**src/rtl/layer3_fetch_pkg.sv**
```systemverilog
// Shared types and constants for the layer-3 window fetcher.
// Optional macro: LAYER3_FETCH_PAD_EN selects SAME-padded traversal
// (196 windows); without it the VALID traversal (144 windows) is built.
`ifndef LAYER2_OUTPUT_LENGTH
`define LAYER2_OUTPUT_LENGTH 128
`endif

package layer3_fetch_pkg;

  localparam int MAP_W  = 14;
  localparam int K      = 3;
  localparam int DATA_W = `LAYER2_OUTPUT_LENGTH;

`ifdef LAYER3_FETCH_PAD_EN
  localparam int OUT_MAX = MAP_W - 1;
`else
  localparam int OUT_MAX = MAP_W - K;
`endif

  localparam int OUT_W         = OUT_MAX + 1;
  localparam int PIX_PER_FRAME = OUT_W * OUT_W * K * K;

  typedef enum logic [1:0] {
    IDLE  = 2'd0,
    RUN   = 2'd1,
    DRAIN = 2'd2,
    DONE  = 2'd3
  } fetch_state_t;

  // One buffered window pixel together with its framing tags.
  typedef struct packed {
    logic [DATA_W-1:0] data;
    logic              win_last;
    logic              frame_last;
  } fifo_entry_t;

endpackage

```
**src/rtl/layer3_fetch_fifo2.sv**
```systemverilog
// Two-entry output buffer with occupancy count. Slot 0 is always the head.
// The producer never pushes when full and the consumer never pops when
// empty, so neither case is handled here.
module layer3_fetch_fifo2
  import layer3_fetch_pkg::*;
(
  input  logic        clk,
  input  logic        rst,
  input  logic        push,
  input  fifo_entry_t din,
  input  logic        pop,
  output fifo_entry_t head,
  output logic [1:0]  count
);

  fifo_entry_t slot [2];

  // Storage and count update; a simultaneous push and pop keeps the count.
  always_ff @(posedge clk or posedge rst) begin
    if (rst) begin
      slot[0] <= '0;
      slot[1] <= '0;
      count   <= 2'd0;
    end else begin
      case ({push, pop})
        2'b10: begin
          if (count == 2'd0) slot[0] <= din;
          else               slot[1] <= din;
          count <= count + 2'd1;
        end
        2'b01: begin
          slot[0] <= slot[1];
          count   <= count - 2'd1;
        end
        2'b11: begin
          if (count == 2'd1) begin
            slot[0] <= din;
          end else begin
            slot[0] <= slot[1];
            slot[1] <= din;
          end
        end
        default: ;
      endcase
    end
  end

  assign head = slot[0];

endmodule

```
**src/rtl/layer3_window_fetch.sv**
```systemverilog
// Read-side sequencer for the layer-2 result store: walks every 3x3 window
// in raster order, issues store reads and streams the returned pixels to
// layer 3 over valid/ready. Optional macro: LAYER3_FETCH_PAD_EN (SAME
// padding, out-of-map taps become zero pixels without a store read).
module layer3_window_fetch
  import layer3_fetch_pkg::*;
(
  input  logic              clk,
  input  logic              rst,
  input  logic              start,
  output logic              busy,
  output logic              done,
  output logic [15:0]       read_row_addr,
  output logic [15:0]       read_col_addr,
  output logic              layer2_result_read_signal,
  input  logic [DATA_W-1:0] layer2_result_output,
  output logic [DATA_W-1:0] pix_data,
  output logic              pix_valid,
  input  logic              pix_ready,
  output logic              pix_win_last,
  output logic              pix_frame_last
);

  localparam logic [3:0] OMAX = 4'(OUT_MAX);
  localparam logic [1:0] KMAX = 2'(K - 1);

  fetch_state_t state, state_next;

  logic [3:0]  oy, ox;
  logic [1:0]  ky, kx;
  logic        inflight;
  logic        tag_win_last, tag_frame_last;
  logic [1:0]  fifo_count;
  fifo_entry_t fifo_head, fifo_din;
  logic        step, pop, win_end, frame_end;

  assign win_end   = (ky == KMAX) && (kx == KMAX);
  assign frame_end = win_end && (oy == OMAX) && (ox == OMAX);

  // A slot is taken only if the FIFO can hold everything already in flight.
  assign step = (state == RUN) && (({1'b0, fifo_count} + {2'b00, inflight}) < 3'd2);
  assign pop  = pix_valid & pix_ready;

`ifdef LAYER3_FETCH_PAD_EN
  logic [4:0] tap_row, tap_col;
  logic       tap_in_map;
  logic       pend_zero;

  // Taps sit one pixel up/left of the window origin; -1 wraps to 31 and
  // therefore falls outside the map like any other out-of-range tap.
  assign tap_row    = {1'b0, oy} + {3'b000, ky} - 5'd1;
  assign tap_col    = {1'b0, ox} + {3'b000, kx} - 5'd1;
  assign tap_in_map = (tap_row < 5'(MAP_W)) && (tap_col < 5'(MAP_W));

  assign layer2_result_read_signal = step & tap_in_map;
  assign read_row_addr             = {11'd0, tap_row};
  assign read_col_addr             = {11'd0, tap_col};

  // Remembers that the slot in flight is a padding zero, not a store read.
  always_ff @(posedge clk or posedge rst) begin
    if (rst) pend_zero <= 1'b0;
    else     pend_zero <= step & ~tap_in_map;
  end

  assign fifo_din.data = pend_zero ? '0 : layer2_result_output;
`else
  assign layer2_result_read_signal = step;
  assign read_row_addr             = {12'd0, oy + {2'b00, ky}};
  assign read_col_addr             = {12'd0, ox + {2'b00, kx}};
  assign fifo_din.data             = layer2_result_output;
`endif

  assign fifo_din.win_last   = tag_win_last;
  assign fifo_din.frame_last = tag_frame_last;

  // Window/tap counters, kx innermost; they wrap back to zero after the
  // final slot so the next frame starts at window (0,0).
  always_ff @(posedge clk or posedge rst) begin
    if (rst) begin
      oy <= '0;
      ox <= '0;
      ky <= '0;
      kx <= '0;
    end else if (step) begin
      if (kx != KMAX) begin
        kx <= kx + 2'd1;
      end else begin
        kx <= '0;
        if (ky != KMAX) begin
          ky <= ky + 2'd1;
        end else begin
          ky <= '0;
          if (ox != OMAX) begin
            ox <= ox + 4'd1;
          end else begin
            ox <= '0;
            oy <= (oy != OMAX) ? oy + 4'd1 : 4'd0;
          end
        end
      end
    end
  end

  // One-deep return pipeline matching the store's read latency; the tags
  // travel with the slot so they line up with the returned data.
  always_ff @(posedge clk or posedge rst) begin
    if (rst) begin
      inflight       <= 1'b0;
      tag_win_last   <= 1'b0;
      tag_frame_last <= 1'b0;
    end else begin
      inflight <= step;
      if (step) begin
        tag_win_last   <= win_end;
        tag_frame_last <= frame_end;
      end
    end
  end

  layer3_fetch_fifo2 u_fifo (
    .clk   (clk),
    .rst   (rst),
    .push  (inflight),
    .din   (fifo_din),
    .pop   (pop),
    .head  (fifo_head),
    .count (fifo_count)
  );

  assign pix_valid      = (fifo_count != 2'd0);
  assign pix_data       = fifo_head.data;
  assign pix_win_last   = pix_valid & fifo_head.win_last;
  assign pix_frame_last = pix_valid & fifo_head.frame_last;

  // FSM state register.
  always_ff @(posedge clk or posedge rst) begin
    if (rst) state <= IDLE;
    else     state <= state_next;
  end

  // Next state and status outputs; DRAIN leaves in the cycle of the final
  // handshake so that done follows it directly.
  always_comb begin
    state_next = state;
    busy       = (state != IDLE);
    done       = (state == DONE);
    case (state)
      IDLE:    if (start) state_next = RUN;
      RUN:     if (step && frame_end) state_next = DRAIN;
      DRAIN:   if (!inflight && ((fifo_count == 2'd0) || ((fifo_count == 2'd1) && pop)))
                 state_next = DONE;
      DONE:    state_next = IDLE;
      default: state_next = IDLE;
    endcase
  end

endmodule

```
**config.mk**
```make
export PLATFORM = sky130hd
export DESIGN_NAME = layer3_window_fetch
export DESIGN_NICKNAME = d
export VERILOG_FILES = /design/src/rtl/layer3_fetch_pkg.sv /design/src/rtl/layer3_fetch_fifo2.sv /design/src/rtl/layer3_window_fetch.sv
export SDC_FILE = /design/constraint.sdc
export NUM_CORES = 1
export LEC_CHECK = 0
export ABC_AREA = 0
export CAP_MARGIN = 15
export CORE_ASPECT_RATIO = 1.2
export CORE_UTILIZATION = 51
export CTS_CLUSTER_SIZE = 10
export DETAILED_ROUTE_END_ITERATION = 6
export GPL_TIMING_DRIVEN = 0
export PLACE_DENSITY = 0.81
export SLEW_MARGIN = 30
export SYNTH_ARGS = -nofsm -noshare
export SYNTH_HDL_FRONTEND = slang
export SYNTH_SLANG_ARGS = --single-unit
```
**constraint.sdc**
```tcl
create_clock -name clk -period 10.7 [get_ports clk]
set_input_delay 1.07 -clock clk [delete_from_list [all_inputs] [get_ports clk]]
set_output_delay 1.07 -clock clk [all_outputs]
set_load 0.01 [all_outputs]
```
======== Word level (Yosys, flattened, before mapping) ========
Cells that the tools add are included.
word-level totals
  register bits after elaboration ......... 279
  output and inout port bits .............. 166
  input port bits ......................... 132
cells by class
  add/sub/neg operators ................... 9
  reductions and logical operators ........ 22
  bitwise logic cells ..................... 6
  equal/unequal tests ..................... 21
  multiplexer cells ....................... 15
  order comparisons ....................... 1
operators by type and width
  cell                 number
  $mux 130             4
  $pmux 130 s3         1
  $pmux 130 s2         1
  $ne 2x2->1 const B   7
  $eq 2x2->1 const B   6
  $mux 2               5
  $reduce_and 3->1     3
  $add 4x1->4 const B  2
  $add 4x2->4          2
  $eq 4x4->1 const B   2
  $mux 4               2
  $ne 4x4->1 const B   2
  $pmux 2 s4           1
  $reduce_bool 2->1    4
  $logic_and 1x1->1    7
  $add 2x1->2 const B  3
  $eq 2x1->1 const B   3
  $logic_not 2->1      2
  $pmux 2 s2           1
  $reduce_and 2->1     2
  $reduce_and 4->1     1
  $add 2x1->3          1
  $and 1x1->1          3
  $lt 3x2->1 const B   1
  other kinds (6)      8

======== Logic depth before layout (Yosys ltp) ========
Gate-level depths: netlist of the first run.
  depth in word-level cells ............... 7
  mapped depth ............................ 12

======== Modules after synthesis ========
Synthesis of the first run repeated with hierarchy kept, for this count alone.
second synthesis, totals
  cells, all modules ...................... 1,315
  area total of the unflattened synthesis .. 13,764.5 um^2
by module, submodules not included
  module               area each (um^2)  times used  cells an instance  sequential area each (um^2)
  layer3_fetch_fifo2   12,468.2          1           1,182              6,556.3
  layer3_window_fetch  1,296.2           1           133                425.4

======== Worst setup path before layout of the first run ========
Ideal clock, no wire load.
  path type ............................... in2reg
  start ................................... input port pix_ready
  end ..................................... register u_fifo.slot[10] (netlist name)
  arrival time ............................ 2.333 ns
  setup time .............................. 0.125 ns
  path slack .............................. 8.242 ns
  path buffers ............................ 2
  cell stages on the path ................. 8
  path through ............................ nand2_2 inv_2 ha_1 nand2_1 o211a_1 buf_2 buf_2 mux2_2
between the ends
  word-level cells in the longest chain between the ends .. 4
  elaborated cells on any way between the ends .. 8
  classes of those cells .................. eq/ne: 4; mux: 1; bitwise: 1; reduce/logical: 2
RTL lines
  item                                                              line                       RTL
  from (decl)                                                       layer3_window_fetch.sv:19  input logic pix_ready,
  $and 1x1->1 (*)                                                   layer3_window_fetch.sv:42  assign pop = pix_valid & pix_ready;
  $eq 2x2->1                                                        layer3_fetch_fifo2.sv:25   case ({push, pop})
  $ne 2x2->1 (no source line) or $reduce_bool 2->1 (tied branches)  --
  $reduce_and 3->1 (no source line)                                 --
  to (decl)                                                         layer3_fetch_fifo2.sv:16   fifo_entry_t slot [2];
Every way passes the cells marked *; elsewhere a longest branch is shown, timed or not.
A chain may end at the register's enable or synchronous reset.

======== Worst setup path in the final report of the first run ========
  start ................................... register state[1]
  end ..................................... output port layer2_result_read_signal
between the ends
  word-level cells in the longest chain between the ends .. 2
RTL lines
  item                    line                        RTL
  from (decl)             layer3_window_fetch.sv:27   fetch_state_t state, state_next;
  from (signal assigned)  layer3_window_fetch.sv:138  else state <= state_next;
  $eq 2x1->1              layer3_window_fetch.sv:41   assign step = (state == RUN) && (({1'b0, fifo_count} + {2'b00, inflight}) < 3'd2);
  $logic_and 1x1->1       layer3_window_fetch.sv:41
  to (decl)               layer3_window_fetch.sv:15   output logic layer2_result_read_signal,
No other way between the ends.

==> run metrics, run 1 <==
outcome finished, final reports clean; Diodes inserted 0; CTS resizes 0; Cells on Worst Hold Path 2; Max Cap Violations 0; wire per inst 17.4 um; DR pass1 iterations 5; Post-Syn Instances 1,137; layout overhead on the synthesized area 33.2%; CP arrival around 2.3 ns; core area 24,800 um^2; Post-synth EDFFs 0; HP Start u_fifo.head[1]$_DFFE_PP0P_; most common cell after layout, fill and taps aside dfrtp_1; area of the multi-input gates 4400 um^2; Routed Antenna Nets 0; Area contributors post-synth dfrtp_1 54%, mux2_2 12%, buf_4 8.8%; setup repair after global routing missed its margin false; Starting Density between 50% and 60%; DIE HEIGHT 176 um; reg2reg path depth 11; DP HPWL 22,000 um; All-Layer GR Usage 24.6%; Final Setup Violations 0; Rel. slew slack 42.2%; dpl ws between 7 and 8 ns; top cell type's share of synthesized area 54.1%; synth unique cells 45; slew at the pin closest to its max-slew limit approximately 0.87 ns; Syn Std Cell Area 12,900 um^2; Avg Cell Area, Syn roughly 11 um^2; Min-Delay Endpoint u_fifo.head[1]$_DFFE_PP0P_; skew final 0.0114 ns; total power 5400 uW; Inserted Clock Buffers 34; Final Net Count 1,621; IO buf count ~270; DIE WIDTH 147 um; Die Footprint between 20,000 and 30,000 um^2; Yosys top cell by area dfrtp_1; # fillers 1,849; clock latency on the worst-skew pair 0.49 ns; vias in the first global route 9,937; CTS tree built; Synth Register Bits around 280; vias 9,470; min Tclk post-route around 3.4 ns; CP Capture Type primary output; drc violations 0; first-pass GRT wire length 50,700 um; Crit Path Category flop to primary output; most frequent cells in the layout 279 x dfrtp_1, 273 x clkdlybuf4s50_1, 152 x buf_4; final worst setup slack 7.30 ns; row count between 60 and 70; worst hold path type flop to flop; crit start category flop; Max Slew Vio Count 0; CTS Hold Buffers Added 0; Power Density 315 nW/um^2; post-route clock period utilization a little under a third; setup TNS 0 ns; share of layout cells above drive strength 1 25.0%; largest net degree at the start of global routing 97; maximum VDD drop 211 uV; Overflow after GRT 0; Leakage 0.00771 uW; RePlAce Congestion 0.817; Worst EP required 9.63 ns; initial antenna violation count 0; worst r2r src u_fifo.count[0]$_DFFE_PP0P_; FF-to-FF setup slack 7.64 ns; Clock Tree Root clkbuf_16; Top FF cell, synth dfrtp_1; Synth Warn # 0; initial DRC count between 400 and 500; total wire length about 31,000 um; clock sink count 279; CTS HTree Levels 2; Max Fanout on Critical Path 6; reg-to-reg endpoint u_fifo.head[72]$_DFFE_PP0P_; ys async rst share 100%; Vias/cell about 5.2; io pins 298; sequential share of the synthesized area 54.1%; Setup Buffers After CTS 0; fmax just under 300 MHz; Reg area approximately 7000 um^2; Clock Path Buffers 3; Final Hold Vio Count 0; Worst-path clk slew 0.05 ns
layout make-up:
class,instances,share of cell area [%]
flip-flops and latches,279,40.7
multi-input cells,642,25.6
repair buffers,276,16.4
plain buffers,222,8.93
clock buffers,42,5.56
well taps,325,2.37
inverters,17,0.415
clock inverters,1,0.0437
synth_stat cells, types with 4 or more instances:
library cell and number:
ha_1 15, clkbuf_1 34, o21ai_1 100, dfrtp_1 279
nand2_1 146, nor2_1 4, buf_6 11, buf_4 152
mux2_2 132, nor2b_1 5, a21oi_1 4, buf_2 19
nand3_1 6, a22oi_1 130, inv_1 15, o21ai_0 41
clkbuf_2 5
layer usage:
metal | track usage, % | share of wire [%]
met1 | 28.9 | 39
met2 | 43.7 | 51
met3 | 5.71 | 6.2
met5 | 0 | 0
met4 | 9.32 | 3.6
through the flow:
stage                     util (%)  cell area, um^2  hold slack, ns  instances
final                         69.4            17200           0.477       1804
after global routing          69.4            17200           0.495       1804
after CTS                     69.4            17200           0.480       1804
after detailed placement      65.5            16200           0.469       1761
after global placement        65.1            16100           0.455       1758
after floorplan                  -            13000           0.442       1160
critical path: stages, from the launching register on:
cell and delay [ns]:
dfrtp_1 0.42, inv_1 0.11, ha_1 0.21, and2b_1 0.24, nand2_1 0.17, inv_1 0.15, clkdlybuf4s50_1 0.55
worst max path at each step:
stage / startpoint / endpoint / slack (ns)
floorplan: rst / inflight$_DFF_PP0_ / 1.94
global placement: rst / u_fifo.head[39]$_DFFE_PP0P_ / -1.30
detailed placement: pix_ready / u_fifo.head[11]$_DFFE_PP0P_ / 7.00
CTS: state[1]$_DFFE_PP0P_ / layer2_result_read_signal / 7.31
global route: state[1]$_DFFE_PP0P_ / layer2_result_read_signal / 7.12
finish: state[1]$_DFFE_PP0P_ / layer2_result_read_signal / 7.30
registers in the layout, summed over array words and instances (netlist names):
signal	count
ox	4
tag_frame_last	1
inflight	1
kx	2
u_fifo.slot	130
ky	2
u_fifo.count	2
tag_win_last	1
u_fifo.head	130
oy	4
state	2
report_power, final:
part	leakage, uW	total [uW]	switching [uW]	internal (uW)
Clock	0.000468	1010	397	618
Sequential	0.00343	1840	274	1560
Combinational	0.00381	2550	1160	1400
Total	0.00771	5400	1830	3580
cell families after synthesis:
kind of cell / after synthesis / synth area share, %
DFF: 279 / 54.1
and+or+nand+nor: 176 / 5.71
adders and majority gates: 17 / 1.77
xor gates and xnor gates: 6 / 0.408
buffers and inverters: 239 / 12.4
other: 1 / 0.0291
AOI/OAI and AO/OA: 287 / 14.0
muxes: 132 / 11.5
Note: power is estimated with default switching activity, not from simulation.
==> inputs of run 2 (changes only) <==
==> constraint.sdc (replaced) <==
create_clock -name clk -period 3.3 [get_ports clk]
set_input_delay 0.33 -clock clk [delete_from_list [all_inputs] [get_ports clk]]
set_output_delay 0.33 -clock clk [all_outputs]
set_load 0.01 [all_outputs]
==> run 2 against run 1 <==
Critical path depth is 5 higher. Sequential share of layout area is 0.062 points higher. Global-route usage fell by 0.53 points. Design area is 0.15% lower. Largest power group unchanged. Count of clock-buffer cells in the layout down 10.
==> run metrics, run 2 (synthesis results as in run 1) <==
outcome finished, final reports clean (unchanged); share of layout cells above drive strength 1 25.1% (was 25.0%); most common cell after layout, fill and taps aside dfrtp_1 (unchanged); Worst-path clk slew 0.06 ns (was 0.05 ns); crit start category flop (unchanged); worst path cell trace inv_1 > ha_1 > inv_2 > nand2_2 > inv_2 > ha_1 > a21o_1 > clkbuf_1 > clkbuf_1 > a22oi_1 > o21ai_1 (was inv_1 > ha_1 > and2b_1 > nand2_1 > inv_1 > clkdlybuf4s50_1); Routed Antenna Nets 0 (unchanged); largest net degree at the start of global routing 31 (was 97); row count 63 (unchanged); initial antenna violation count 0 (unchanged); Setup Buffers After CTS 0 (unchanged); CTS Hold Buffers Added 0 (unchanged); drc violations 0 (unchanged); layout overhead on the synthesized area 33.0% (was 33.2%); All-Layer GR Usage 24.1% (was 24.6%); total wire length 30,900 um (was 31,400 um); CP arrival 3.44 ns (was 2.33 ns); Power Density 996 nW/um^2 (was 315 nW/um^2); initial DRC count 451 (was 425); maximum VDD drop 675 uV (was 211 uV); most frequent cells in the layout 279 x dfrtp_1, 273 x clkdlybuf4s50_1, 152 x buf_4 (unchanged); CP Capture Type flop (was primary output); Rel. slew slack 40.4% (was 42.2%); skew final 0.00734 ns (was 0.0114 ns); Die Footprint 25,900 um^2 (unchanged); Crit Path Category flop to flop (was flop to primary output); Max Slew Vio Count 0 (unchanged); Clock Tree Root clkbuf_16 (unchanged); final instance area 17,100 um^2 (was 17,200 um^2); Worst EP required 3.76 ns (was 9.63 ns); Max Cap Violations 0 (unchanged); Slowest-stage cell, CP clkbuf_1 (was clkdlybuf4s50_1); Overflow after GRT 0 (unchanged); setup repair after global routing missed its margin false (unchanged); Crit. Startpoint u_fifo.count[0]$_DFFE_PP0P_ (was state[1]$_DFFE_PP0P_); post-route clock period utilization 90.5%; Starting Density 52.1% (unchanged); Clock Path Buffers 3 (unchanged); hold slack 0.139 ns (was 0.477 ns); RePlAce Congestion 0.818 (was 0.817); fmax 335 MHz; IO buf count 273 (unchanged); DIE HEIGHT 176 um (unchanged); CTS tree built (unchanged); vias 9,337 (was 9,470); DP HPWL 22,800 um (was 22,000 um); WP buf/inv 5 (was 3); Placement Cell Area 16,400 um^2 (was 16,200 um^2); worst r2r src u_fifo.count[0]$_DFFE_PP0P_ (unchanged); Final Setup Violations 0 (unchanged); worst hold path type primary input to asynchronous set/reset pin (was flop to flop); WL met2 16,100 um (about the same); core area 24,800 um^2 (unchanged); clock latency on the worst-skew pair 0.54 ns (was 0.49 ns); CTS resizes 0 (unchanged); Highest Signal Layer met4 (unchanged); min Tclk post-route 2.99 ns; wire length on met1 11,900 um (was 12,300 um); Crit path max-delay family buffers and inverters (unchanged); wire per inst 17.1 um (was 17.4 um); slew at the pin closest to its max-slew limit 0.894 ns (was 0.867 ns); Final Hold Vio Count 0 (unchanged); vias in the first global route 9,810 (was 9,937); Final Net Count 1,626 (was 1,621); Vias/cell 5.18 (was 5.25); first-pass GRT wire length 49,700 um (was 50,700 um); Critical Path Max Stage Delay 0.70 ns (was 0.55 ns); Max Fanout on Critical Path 10 (was 6); Inserted Clock Buffers 31 (was 34); Leakage 0.00769 uW (was 0.00771 uW); Diodes inserted 0 (unchanged); DR pass1 iterations 5 (unchanged); met3 wire length 1890 um (was 1940 um); CTS HTree Levels 1 (was 2); io pins 298 (unchanged); DIE WIDTH 147 um (unchanged); clock sink count 279 (unchanged); Final Util 69.3% (was 69.4%)
==> run 2: cell types whose count changed in the layout (fill, tap and decap cells not counted), sizes merged <==
cell	delta
inv	-1
buf	+8
clkbuf	-10
==> run 2: where the power goes <==
part | leakage, uW | switching [uW] | internal, uW | total [uW]
clock | 0.000383 | 1230 | 1630 | 2870
sequential | 0.00343 | 868 | 5060 | 5930
combinational | 0.00388 | 3730 | 4550 | 8280
total | 0.00769 | 5830 | 11200 | 17100
==> run 2: cell type report <==
class | count | area (um^2)
Timing Repair Buffer | 284 | 2980
Tap cell | 325 | 407
Fill cell | 1834 | 7600
Multi-Input combinational cell | 642 | 4400
Sequential cell | 279 | 6980
Clock buffer | 32 | 779
Buffer | 222 | 1530
Inverter | 17 | 67.6
==> run 2: through the flow <==
stage | setup slack, ns | std cells | TNS, ns | total power, uW
floorplan | -0.723 | 1160 | -201.81 | 11200
finish | 0.314 | 1801 | 0 | 17100
CTS | 0.343 | 1801 | 0 | 17200
global placement | -2.61 | 1758 | -724.45 | 13900
global route | 0.0438 | 1801 | 0 | 18200
detailed placement | 0.334 | 1769 | 0 | 14300
==> run 2: worst reg2reg max path: cells and delay by family, from the launching register on <==
family,cells,cell delay (ns)
flip-flops,1,0.40
AO/OA/AOI/OAI,3,0.51
buffers and inverters,5,1.41
AND/OR/NAND/NOR,1,0.07
adder cells (fa/ha/maj),2,0.51
==> run 2: metal layers <==
layer  track usage (%)  vias up
li1                  -     4474
met1              28.4     4553
met2              43.5      254
met3              4.83       56
met4              8.42        0
met5                 0        -
==> run 2: final timing paths <==
path | slack [ns] | end | cells past startpoint
max | 0.31 | u_fifo.head[16]$_DFFE_PP0P_ | 11
min | 0.14 | u_fifo.slot[45]$_DFFE_PP0P_ | 2
max reg2reg | 0.31 | u_fifo.head[16]$_DFFE_PP0P_ | 11
min reg2reg | 0.48 | u_fifo.head[112]$_DFFE_PP0P_ | 2
max in group asynchronous | 2.12 | u_fifo.head[92]$_DFFE_PP0P_ | 6
min in group clk | 0.43 | u_fifo.slot[5]$_DFFE_PP0P_ | 2
==> inputs of run 3 (changes only) <==
--- a/config.mk
+++ b/config.mk
@@ -11,9 +11,12 @@
 export CORE_UTILIZATION = 51
 export CTS_CLUSTER_SIZE = 10
 export DETAILED_ROUTE_END_ITERATION = 6
+export GPL_ROUTABILITY_DRIVEN = 0
 export GPL_TIMING_DRIVEN = 0
 export PLACE_DENSITY = 0.81
+export REMOVE_ABC_BUFFERS = 1
 export SLEW_MARGIN = 30
 export SYNTH_ARGS = -nofsm -noshare
 export SYNTH_HDL_FRONTEND = slang
 export SYNTH_SLANG_ARGS = --single-unit
+export TNS_END_PERCENT = 50
==> run 3 against run 2 <==
Global-route usage down 1.8 points. Maximum frequency is 1.9% higher. Setup slack better by 0.056 ns. Sequential cell count unchanged. Routed wire length is 7.0% lower. Core utilization is 3.8 points lower. Sequential share of layout area is 2.4 points higher. First-iteration DRC count decreased by 8.4%. Worst hold slack better by 0.058 ns. Die area is the same. Largest cell class unchanged.
==> run metrics, run 3 (synthesis results as in run 1) <==
outcome finished, final reports clean (unchanged); Worst-path clk slew 0.05 ns (was 0.06 ns); most common cell after layout, fill and taps aside dfrtp_1 (unchanged); Sequential Power Share 35.4% (was 34.7%); vias in the first global route 9,131 (was 9,810); Die Footprint 25,900 um^2 (unchanged); DIE HEIGHT 176 um (unchanged); reg2reg path depth 11 (unchanged); layout overhead on the synthesized area 25.7% (was 33.0%); CTS resizes 0 (unchanged); io pins 298 (unchanged); Leakage 0.00695 uW (was 0.00769 uW); FF-to-FF setup slack 0.37 ns (was 0.31 ns); largest net degree at the start of global routing 95 (was 31); dpl ws 0.422 ns (was 0.334 ns); CP arrival 3.30 ns (was 3.44 ns); DP HPWL 19,600 um (was 22,800 um); Power Density 1030 nW/um^2 (was 996 nW/um^2); P_int 11,100 uW (was 11,200 uW); Combinational Power Share 45.4% (was 48.5%); Starting Density 52.1% (unchanged); CTS tree built (unchanged); DIE WIDTH 147 um (unchanged); Routed Antenna Nets 0 (unchanged); Final Util 65.5% (was 69.3%); Inserted Clock Buffers 34 (was 31); crit start category flop (unchanged); Vias/cell 5.45 (was 5.18); Worst EP required 3.67 ns (was 3.76 ns); initial antenna violation count 4 (was 0); Setup Buffers After CTS 0 (unchanged); Critical Path Max Stage Delay 0.42 ns (was 0.70 ns); Final Hold Vio Count 0 (unchanged); initial DRC count 413 (was 451); Crit Path Category flop to flop (unchanged); Overflow after GRT 0 (unchanged); Max Slew Vio Count 0 (unchanged); total wire length 28,700 um (was 30,900 um); reg-to-reg endpoint u_fifo.slot[92]$_DFFE_PP0P_ (was u_fifo.head[16]$_DFFE_PP0P_); row count 63 (unchanged); Clock Path Buffers 3 (unchanged); clock sink count 279 (unchanged); Final Net Count 1,423 (was 1,626); Crit. Startpoint u_fifo.count[0]$_DFFE_PP0P_ (unchanged); CTS HTree Levels 2 (was 1); final worst setup slack 0.371 ns (was 0.314 ns); clock latency on the worst-skew pair 0.49 ns (was 0.54 ns); most frequent cells in the layout 279 x dfrtp_1, 273 x clkdlybuf4s50_1, 146 x nand2_1 (was 279 x dfrtp_1, 273 x clkdlybuf4s50_1, 152 x buf_4); Net Sw Frac 33.9% (was 34.2%); drc violations 0 (unchanged); first-pass GRT wire length 46,400 um (was 49,700 um); worst path cell trace inv_1 > ha_1 > inv_2 > nand2_2 > inv_2 > ha_1 > nand2_1 > o211a_4 > buf_16 > buf_16 > mux2_2 (was inv_1 > ha_1 > inv_2 > nand2_2 > inv_2 > ha_1 > a21o_1 > clkbuf_1 > clkbuf_1 > a22oi_1 > o21ai_1); CP Capture Type flop (unchanged); setup repair after global routing missed its margin false (unchanged); Clock Power Share 19.2% (was 16.8%); vias 8,756 (was 9,337); Final Setup Violations 0 (unchanged); Clock Tree Root clkbuf_16 (unchanged); post-route clock period utilization 88.8% (was 90.5%); share of layout cells above drive strength 1 16.3% (was 25.1%); # fillers 1,843 (was 1,834); fmax 341 MHz (was 335 MHz); IO buf count 273 (unchanged); CTS Hold Buffers Added 0 (unchanged); Max Cap Violations 0 (unchanged); core area 24,800 um^2 (unchanged); skew final 0.0159 ns (was 0.00734 ns); Max Fanout on Critical Path 42 (was 10); NetSw 5680 uW (was 5830 uW); All-Layer GR Usage 22.3% (was 24.1%); Slowest-stage cell, CP dfrtp_1 (was clkbuf_1); worst r2r src u_fifo.count[0]$_DFFE_PP0P_ (unchanged); maximum VDD drop 590 uV (was 675 uV); wire per inst 17.9 um (was 17.1 um); DR pass1 iterations 5 (unchanged); hold slack 0.197 ns (was 0.139 ns); worst hold path type primary input to asynchronous set/reset pin (unchanged); min Tclk post-route 2.93 ns (was 2.99 ns)
## run 3: cell count changes in the layout (fill, tap and decap cells not counted), sizes merged
cell | previous run | this run
inv | 16 | 18
buf | 194 | 27
diode | 0 | 3
clkbuf | 71 | 39
## run 3: power groups by stage
stage          logic [uW]  registers (uW)  clock network (uW)
2_1_floorplan        3930            6150                   0
3_3_place_gp         6350            5860                   0
3_5_place_dp         7630            5970                   0
4_1_cts              7680            5930                3310
5_1_grt              8250            6120                3420
6_report             7600            5930                3220
## run 3: area by class of cell
cell class | count | area (um^2) | share of cell area (%)
flip-flops and latches | 279 | 6980 | 43.1
multi-input cells | 642 | 4430 | 27.3
repair buffers | 300 | 3380 | 20.9
clock buffers | 39 | 911 | 5.62
well taps | 325 | 407 | 2.51
inverters | 17 | 71.3 | 0.440
clock inverters | 2 | 16.3 | 0.100
diodes | 3 | 7.51 | 0.0463
## run 3: critical path, delay by kind of cell, from the launching register on
family                     cells  cell delay [ns]
buffers and inverters          5             0.75
adders and majority gates      2             0.59
DFF                            1             0.42
muxes                          1             0.38
AOI/OAI and AO/OA              1             0.33
and+or+nand+nor                2             0.28
## run 3: worst max-delay path by stage
stage | endpoint | slack, ns | cells past startpoint
after floorplan | inflight$_DFF_PP0_ | -4.72 | 1
after global placement | u_fifo.slot[54]$_DFFE_PP0P_ | -8.26 | 2
after detailed placement | u_fifo.slot[118]$_DFFE_PP0P_ | 0.42 | 11
after CTS | u_fifo.slot[92]$_DFFE_PP0P_ | 0.39 | 11
after global routing | u_fifo.slot[92]$_DFFE_PP0P_ | 0.24 | 11
final | u_fifo.slot[92]$_DFFE_PP0P_ | 0.37 | 11
## run 3: through the flow
stage          setup TNS [ns]  std cells  area, um^2  total power, uW
3_3_place_gp         -3567.72       1536       14600            12200
3_5_place_dp                0       1563       15300            13600
2_1_floorplan        -1849.15        938       11400            10100
6_report                    0       1607       16200            16700
4_1_cts                     0       1604       16200            16900
5_1_grt                     0       1607       16200            17800
## run 3: routing by layer
metal	GRT usage, %	wire (um)	up-vias
li1	-	-	4060
met1	26.2	11100	4315
met2	37.6	14300	290
met3	5.58	1700	89
met4	11.8	1540	2
met5	0	14	-
